## src/rtl/riscv_pkg.sv

```systemverilog
// Shared definitions for the instruction fetch path: opcode field geometry and
// the fetch FSM state encoding.
package riscv_pkg;

  localparam int OPCODE_W = 12;
  localparam int OPC_LSB  = 20;

  typedef enum logic [1:0] {
    IDLE  = 2'd0,
    FETCH = 2'd1,
    HOLD  = 2'd2
  } fetch_state_e;

endpackage

```

## src/rtl/fetch_pc_reg.sv

```systemverilog
// Program counter register: reset value, sequential increment and redirect load.
// A load wins over an increment issued in the same cycle.
module fetch_pc_reg #(
  parameter int                ADDR_W   = 16,
  parameter logic [ADDR_W-1:0] RESET_PC = '0
) (
  input  logic              clk,
  input  logic              rst_n,
  input  logic              inc,
  input  logic              load,
  input  logic [ADDR_W-1:0] load_pc,
  output logic [ADDR_W-1:0] pc
);

  localparam logic [ADDR_W-1:0] PC_STEP = 1;

  always_ff @(posedge clk or negedge rst_n) begin
    if (!rst_n) begin
      pc <= RESET_PC;
    end else if (load) begin
      pc <= load_pc;
    end else if (inc) begin
      pc <= pc + PC_STEP;
    end
  end

endmodule

```

## src/rtl/fetch_unit.sv

```systemverilog
// Instruction fetch stage: one outstanding word read to instruction memory,
// single-entry instruction buffer toward decode, redirect from the branch path.
//
//   state | meaning
//   IDLE  | stopped, no request outstanding, buffer empty
//   FETCH | imem_req high, waiting for the response to imem_addr
//   HOLD  | buffer full, id_valid high until decode accepts it
module fetch_unit
  import riscv_pkg::*;
#(
  parameter int                ADDR_W   = 16,
  parameter int                INSTR_W  = 32,
  parameter int                OPC_LSB  = riscv_pkg::OPC_LSB,
  parameter logic [ADDR_W-1:0] RESET_PC = '0
) (
  input  logic                clk,
  input  logic                rst_n,
  input  logic                en,
  output logic                imem_req,
  output logic [ADDR_W-1:0]   imem_addr,
  input  logic [INSTR_W-1:0]  imem_rdata,
  input  logic                imem_rvalid,
  input  logic                redirect,
  input  logic [ADDR_W-1:0]   redirect_pc,
  output logic                id_valid,
  input  logic                id_ready,
  output logic [INSTR_W-1:0]  id_instr,
  output logic [OPCODE_W-1:0] id_opcode,
  output logic [ADDR_W-1:0]   id_pc
);

  fetch_state_e      state;
  logic              kill;
  logic              accept;
  logic              handshake;
  logic [ADDR_W-1:0] pc;
  logic [ADDR_W-1:0] issue_pc;

  assign accept    = (state == FETCH) && imem_rvalid && !kill && !redirect;
  assign handshake = id_valid && id_ready;
  assign issue_pc  = redirect ? redirect_pc : pc;
  assign id_opcode = id_instr[OPC_LSB +: OPCODE_W];

  fetch_pc_reg #(
    .ADDR_W   (ADDR_W),
    .RESET_PC (RESET_PC)
  ) u_pc_reg (
    .clk     (clk),
    .rst_n   (rst_n),
    .inc     (accept),
    .load    (redirect),
    .load_pc (redirect_pc),
    .pc      (pc)
  );

  always_ff @(posedge clk or negedge rst_n) begin
    if (!rst_n) begin
      state     <= IDLE;
      kill      <= 1'b0;
      imem_req  <= 1'b0;
      imem_addr <= '0;
      id_valid  <= 1'b0;
      id_instr  <= '0;
      id_pc     <= '0;
    end else begin
      case (state)
        IDLE: begin
          if (en && !redirect) begin
            state     <= FETCH;
            imem_req  <= 1'b1;
            imem_addr <= pc;
          end
        end
        FETCH: begin
          if (imem_rvalid) begin
            if (kill || redirect) begin
              // stale response: drop it and reissue at the current target
              kill      <= 1'b0;
              imem_addr <= issue_pc;
            end else begin
              id_instr  <= imem_rdata;
              id_pc     <= imem_addr;
              id_valid  <= 1'b1;
              imem_req  <= 1'b0;
              state     <= HOLD;
            end
          end else if (redirect) begin
            kill <= 1'b1;
          end
        end
        HOLD: begin
          if (redirect) begin
            id_valid  <= 1'b0;
            state     <= FETCH;
            imem_req  <= 1'b1;
            imem_addr <= redirect_pc;
          end else if (handshake) begin
            id_valid <= 1'b0;
            if (en) begin
              state     <= FETCH;
              imem_req  <= 1'b1;
              imem_addr <= pc;
            end else begin
              state <= IDLE;
            end
          end
        end
        default: state <= IDLE;
      endcase
    end
  end

endmodule

```

## config.mk

```make
export PLATFORM = sky130hd
export DESIGN_NAME = fetch_unit
export DESIGN_NICKNAME = d
export VERILOG_FILES = /design/src/rtl/riscv_pkg.sv /design/src/rtl/fetch_pc_reg.sv /design/src/rtl/fetch_unit.sv
export SDC_FILE = /design/constraint.sdc
export NUM_CORES = 1
export LEC_CHECK = 0
export ABC_AREA = 1
export CAP_MARGIN = 25
export CELL_PAD_IN_SITES_DETAIL_PLACEMENT = 1
export CELL_PAD_IN_SITES_GLOBAL_PLACEMENT = 1
export CORE_MARGIN = 2
export CORE_UTILIZATION = 30
export CTS_CLUSTER_SIZE = 16
export DETAILED_ROUTE_END_ITERATION = 12
export PLACE_DENSITY = 0.73
export SLEW_MARGIN = 20
export SYNTH_ARGS = -nofsm -noshare
export SYNTH_HDL_FRONTEND = slang
export SYNTH_SLANG_ARGS = --single-unit
export TNS_END_PERCENT = 1
```

## constraint.sdc

```tcl
create_clock -name clk -period 1.4 [get_ports clk]
set_input_delay 0.28 -clock clk [delete_from_list [all_inputs] [get_ports clk]]
set_output_delay 0.28 -clock clk [all_outputs]
set_load 0.01 [all_outputs]
```

Word level (Yosys, flattened, before mapping)
Cells that the tools add are included.
Operators by class
  add/subtract/negate cells: 1
  equal/unequal tests: 9
  muxes and demuxes: 32
  bitwise operators: 1
  reduce and logical (&&, ||, !) cells: 19
Operator list (count)
  $mux 16: 9
  $pmux 16 s3: 1
  $add 16x1->16 const B: 1
  $mux 1: 14
  $reduce_and 6->1: 2
  $mux 2: 5
  $reduce_and 4->1: 2
  $ne 2x2->1 const B: 3
  $ne 3x3->1 const B: 2
  $pmux 2 s3: 1
  $reduce_and 3->1: 2
  $reduce_bool 2->1: 3
  $logic_and 1x1->1: 5
  $ne 2x1->1 const B: 2
  $pmux 1 s3: 1
  $reduce_bool 3->1: 1
  $eq 2x1->1 const B: 1
  $eq 2x2->1 const B: 1
  $logic_not 1->1: 2
  $logic_not 2->1: 1
  $pmux 1 s2: 1
  $logic_or 1x1->1: 1
  $not 1->1: 1
Word-level totals
  register bits after elaboration: 85
  input port bits: 54

Longest topological paths before layout
  depth after elaboration: 6
  depth in mapped cells: 10
  depth with buffers taken out: 9

Modules after synthesis
A second synthesis with hierarchy kept.
Second synthesis, totals
  cell total of the unflattened synthesis: 540
  area, all modules: 4309.1 µm²
By module, submodules not included
  fetch_unit: instances 1, cells an instance 399, area each 3274.4 µm², sequential area each 1726.7 µm²
  fetch_pc_reg: instances 1, cells an instance 141, area each 1034.7 µm², sequential area each 400.4 µm²

Least setup slack after synthesis
OpenSTA, ideal clock, no wires.
  path type: reg-to-reg
  start: register state[1]
  end: register id_instr[16]
  data arrival time: 1.424 ns
  path slack: -0.150 ns
  cell stages (with the launch flop): 9
  buffers on the path: 2
  clock period less this slack: 1.550 ns
  cell sequence: dfrtp_1 inv_1 ha_1 nand2_1 inv_1 nand2_2 buf_6 buf_6 mux2_4
On the way
  longest elaborated chain between the ends: 2
Ends and longest elaborated chain
  from (decl): line fetch_unit.sv:32  | fetch_state_e state;
  from (signal assigned): line fetch_unit.sv:58  | state <= IDLE;
  from (signal assigned): line fetch_unit.sv:69  | state <= FETCH;
  from (signal assigned): line fetch_unit.sv:85  | state <= HOLD;
  $eq 2x1->1: line fetch_unit.sv:66  | case (state)
  $reduce_and 3->1 (no line)
  to (signal assigned): line fetch_unit.sv:81  | id_instr <= imem_rdata;
  to (decl): line fetch_unit.sv:27  | output logic [INSTR_W-1:0] id_instr,
No other way between the ends.
A chain may end at the register's enable or synchronous reset.

Worst setup path in the final report
  start: register state[0]
  end: register imem_req
On the way
  longest elaborated chain between the ends: 3
  elaborated cells between the ends (all ways): 11
Ends and longest elaborated chain
  $eq 2x2->1, or another cell as far along: line fetch_unit.sv:66
  $ne 3x3->1 (no line), or another cell as far along
  $reduce_and 6->1 (no line)
  to (signal assigned): line fetch_unit.sv:60  | imem_req <= 1'b0;
  to (signal assigned): line fetch_unit.sv:70  | imem_req <= 1'b1;
  to (signal assigned): line fetch_unit.sv:84  | imem_req <= 1'b0;
  to (decl): line fetch_unit.sv:19  | output logic imem_req,
Parallel ways exist; a longest one is shown, timed or not.

==> flow_metrics.tcl <==
set metrics [dict create \
    status "complete, but fails checks" \
    failed_checks "setup timing" \
    drt-wirelength-per-cell_um 19.5 \
    syn_inst 413 \
    swShare_pct 37.6 \
    synthesis.nets 473 \
    gp_congestion 0.812 \
    ir_drop_uv 761 \
    cp_slowest_cell "dfrtp_1" \
    synthMuxAreaShare_pct 15.1 \
    p_seq_share_pct 30.0 \
    fin_ws_ns -0.286 \
    viasPerCell 4.87 \
    start_util_pct 31.0 \
    clockPowerShare_pct 18.5 \
    wl_met1_um 6190 \
    first_iter_violations 170 \
    crit_type "flip-flop to flip-flop" \
    worstPathCellList "buf_6 > ha_4 > inv_4 > buf_6 > o21ai_1 > nor2_1 > nand2_1 > nand2_1 > o21ai_0" \
    grtUsageTotal_pct 17.2 \
    synth_top_family_by_area "simple AND/OR/NAND/NOR gates" \
    synthAdderAreaFrac_pct 1.81 \
    path_buf_inv 3 \
    mostFrequentLayoutCells "85 x dfrtp_1, 80 x nand2_1, 78 x dlygate4sd2_1" \
    area_growth_pct 63.9 \
    dieWidth_um 122 \
    instances_no_fill 772 \
    dr.max_layer_used "met4" \
    grt_pass1_vias 3771 \
    port_buffers 131 \
    io_pins 132 \
    antenna_cells 0 \
    antenna_found_initial 0 \
    clock_skew_ns 0.0115 \
    htree_levels 3 \
    postRouteAntennaNets 0 \
    cp-end-kind "flip-flop" \
    cts.clk_slew.worst_paths_ns 0.07 \
    fin_util_pct 50.9 \
    met3WireLength_um 726 \
    dieArea_mm2 0.0148 \
    period_minus_slack_ns 1.69 \
    grt_setup_unrepaired "true" \
    die_height_um 122 \
    synth_edf_count 0 \
    p_switching_mw 5.49 \
    grt_pass1_wl_um 19700 \
    setup_viol 83 \
    seq_area_frac_synth_pct 51.3 \
    syn_area_mm2 0.00414 \
    num_vias 3759 \
    drive_above_1_share_pct 30.4 \
    ys.flop_type "dfrtp_1" \
    first_pass_iters 4 \
    fillCellCount 1426 \
    whs_ns 0.388 \
    clockRootBuffer "clkbuf_16" \
    cts_tree "done" \
    core_mm2 0.0133 \
    finalMaxSlewViolations 0 \
    synthSimpleGateAreaFrac_pct 15.2 \
    power_density_mw_per_mm2 2150 \
    async_reset_ff_share_pct 100 \
    fin_setup_tns_ns -12.60 \
    dp.cells 736 \
    slowest_delay_ns 0.42 \
    clkLatencyLatePin_ns 0.35 \
    hold_class "input port to async pin" \
    rows 42 \
    wl_um 15000 \
    drv_cap 0 \
    grt-ovfl-total 0 \
    p_comb_share_pct 51.5 \
    worstPathRequired_ns 1.62 \
    hold_viol_final 0 \
    critPathTopFamily "flip-flops" \
    synth_compound_area_share_pct 8.25 \
    place_hpwl_um 9120 \
    period_share_pct 120 \
    cp.arrival_ns 1.91 \
    p_leak_nw 3.37 \
    start_kind "flip-flop" \
    numCtsBuffers 9 \
    p_int_mw 9.13 \
    final_common_cell "dfrtp_1" \
    crit_path_max_fanout 4 \
    clock-sinks 85 \
    finalNetCount 651 \
    power_mw 14.6 \
    synth_seq_cells 85 \
    cts.path.max_buffers 2 \
    synth_warnings 0 \
    wl_met2_um 7880 \
    worst_pin_slew_ns 0.351 \
    syn-mean-instance-area_um2 10.0 \
    grt_max_degree 37 \
    slew_headroom_pct 76.4 \
    drc 0 \
    max_freq_mhz 593 \
    synth_cell_types 28 \
    synthXorXnorAreaFrac_pct 0.846 \
]
[cells in the mapped netlist (4+ instances only)]
library cell / n / area, µm²
buf_4: 13 / 97.6
buf_6: 6 / 67.6
nor2_1: 24 / 90.1
nor3_1: 4 / 20.0
nand2_1: 98 / 368
mux2_2: 28 / 315
mux2_4: 20 / 300
o21ai_2: 4 / 35.0
o211ai_1: 6 / 45.0
o21ai_1: 12 / 60.1
inv_1: 27 / 101
dfrtp_1: 85 / 2130
buf_2: 6 / 30.0
o21ai_0: 31 / 155
ha_1: 6 / 75.1
nand3_1: 22 / 110
[power by group through the flow]
stage / clock network (mW) / registers (mW) / logic, mW
finish: 2.70 / 4.39 / 7.54
global route: 2.83 / 4.53 / 8.12
CTS: 2.74 / 4.30 / 5.91
detailed placement: 0 / 4.38 / 6.54
global placement: 0 / 4.29 / 6.36
floorplan: 0 / 4.66 / 2.87
[stage by stage]
stage	cell area (µm²)	setup WS (ns)
after global routing	6790	-0.400
after detailed placement	5880	-0.499
after floorplan	4160	-0.0713
after global placement	5880	-0.418
final	6790	-0.286
after CTS	6180	-0.193
[worst reg2reg max path, stage by stage (launching register included)]
cell,delay (ns)
dfrtp_1,0.42
buf_6,0.14
ha_4,0.17
inv_4,0.06
buf_6,0.11
o21ai_1,0.14
nor2_1,0.20
nand2_1,0.12
nand2_1,0.09
o21ai_0,0.10
[worst paths after layout]
check                       startpoint  cells after the start             end  slack (ns)
min in group clk           id_instr[3]                      1     id_instr[3]        0.51
min reg2reg                id_instr[3]                      1     id_instr[3]        0.51
max reg2reg                   state[0]                      9        imem_req       -0.29
max in group asynchronous        rst_n                      3  u_pc_reg.pc[1]        0.46
min                              rst_n                      2       id_pc[12]        0.39
max                           state[0]                      9        imem_req       -0.29
[cells by family after synthesis]
| kind of cell | count (synthesis) |
|---|---|
| fa+ha+maj | 6 |
| compound gates | 60 |
| xor+xnor | 4 |
| buf+inv | 55 |
| simple gates | 154 |
| mux | 49 |
| flops | 85 |
[sequential cells by signal (all words and copies together), names as in the netlist]
name,cells
imem_req,1
state,2
id_pc,16
kill,1
u_pc_reg.pc,16
id_valid,1
imem_addr,16
id_instr,32
[what timing repair did]
action,in CTS,in global routing
setup endpoints to repair,162,84
resized for setup,96,97
hold buffers,1,0
cloned,0,11
pin swaps,2,13
setup buffers,0,8
endpoints found under the hold margin,20,0
[metal layers]
layer,vias up,GRT usage (%)
met5,-,0
met4,0,7.11
met3,19,3.29
met2,119,29.7
met1,1900,21.2
li1,1721,-
[layout make-up]
class / count / area (µm²) / share of cell area, %
flip-flops and latches: 85 / 2130 / 31.3
multi-input cells: 274 / 2050 / 30.2
repair buffers: 192 / 1930 / 28.5
clock buffers: 9 / 225 / 3.32
well taps: 176 / 220 / 3.24
inverters: 29 / 128 / 1.88
clock inverters: 7 / 106 / 1.57
(Power assumes the default switching activity.)
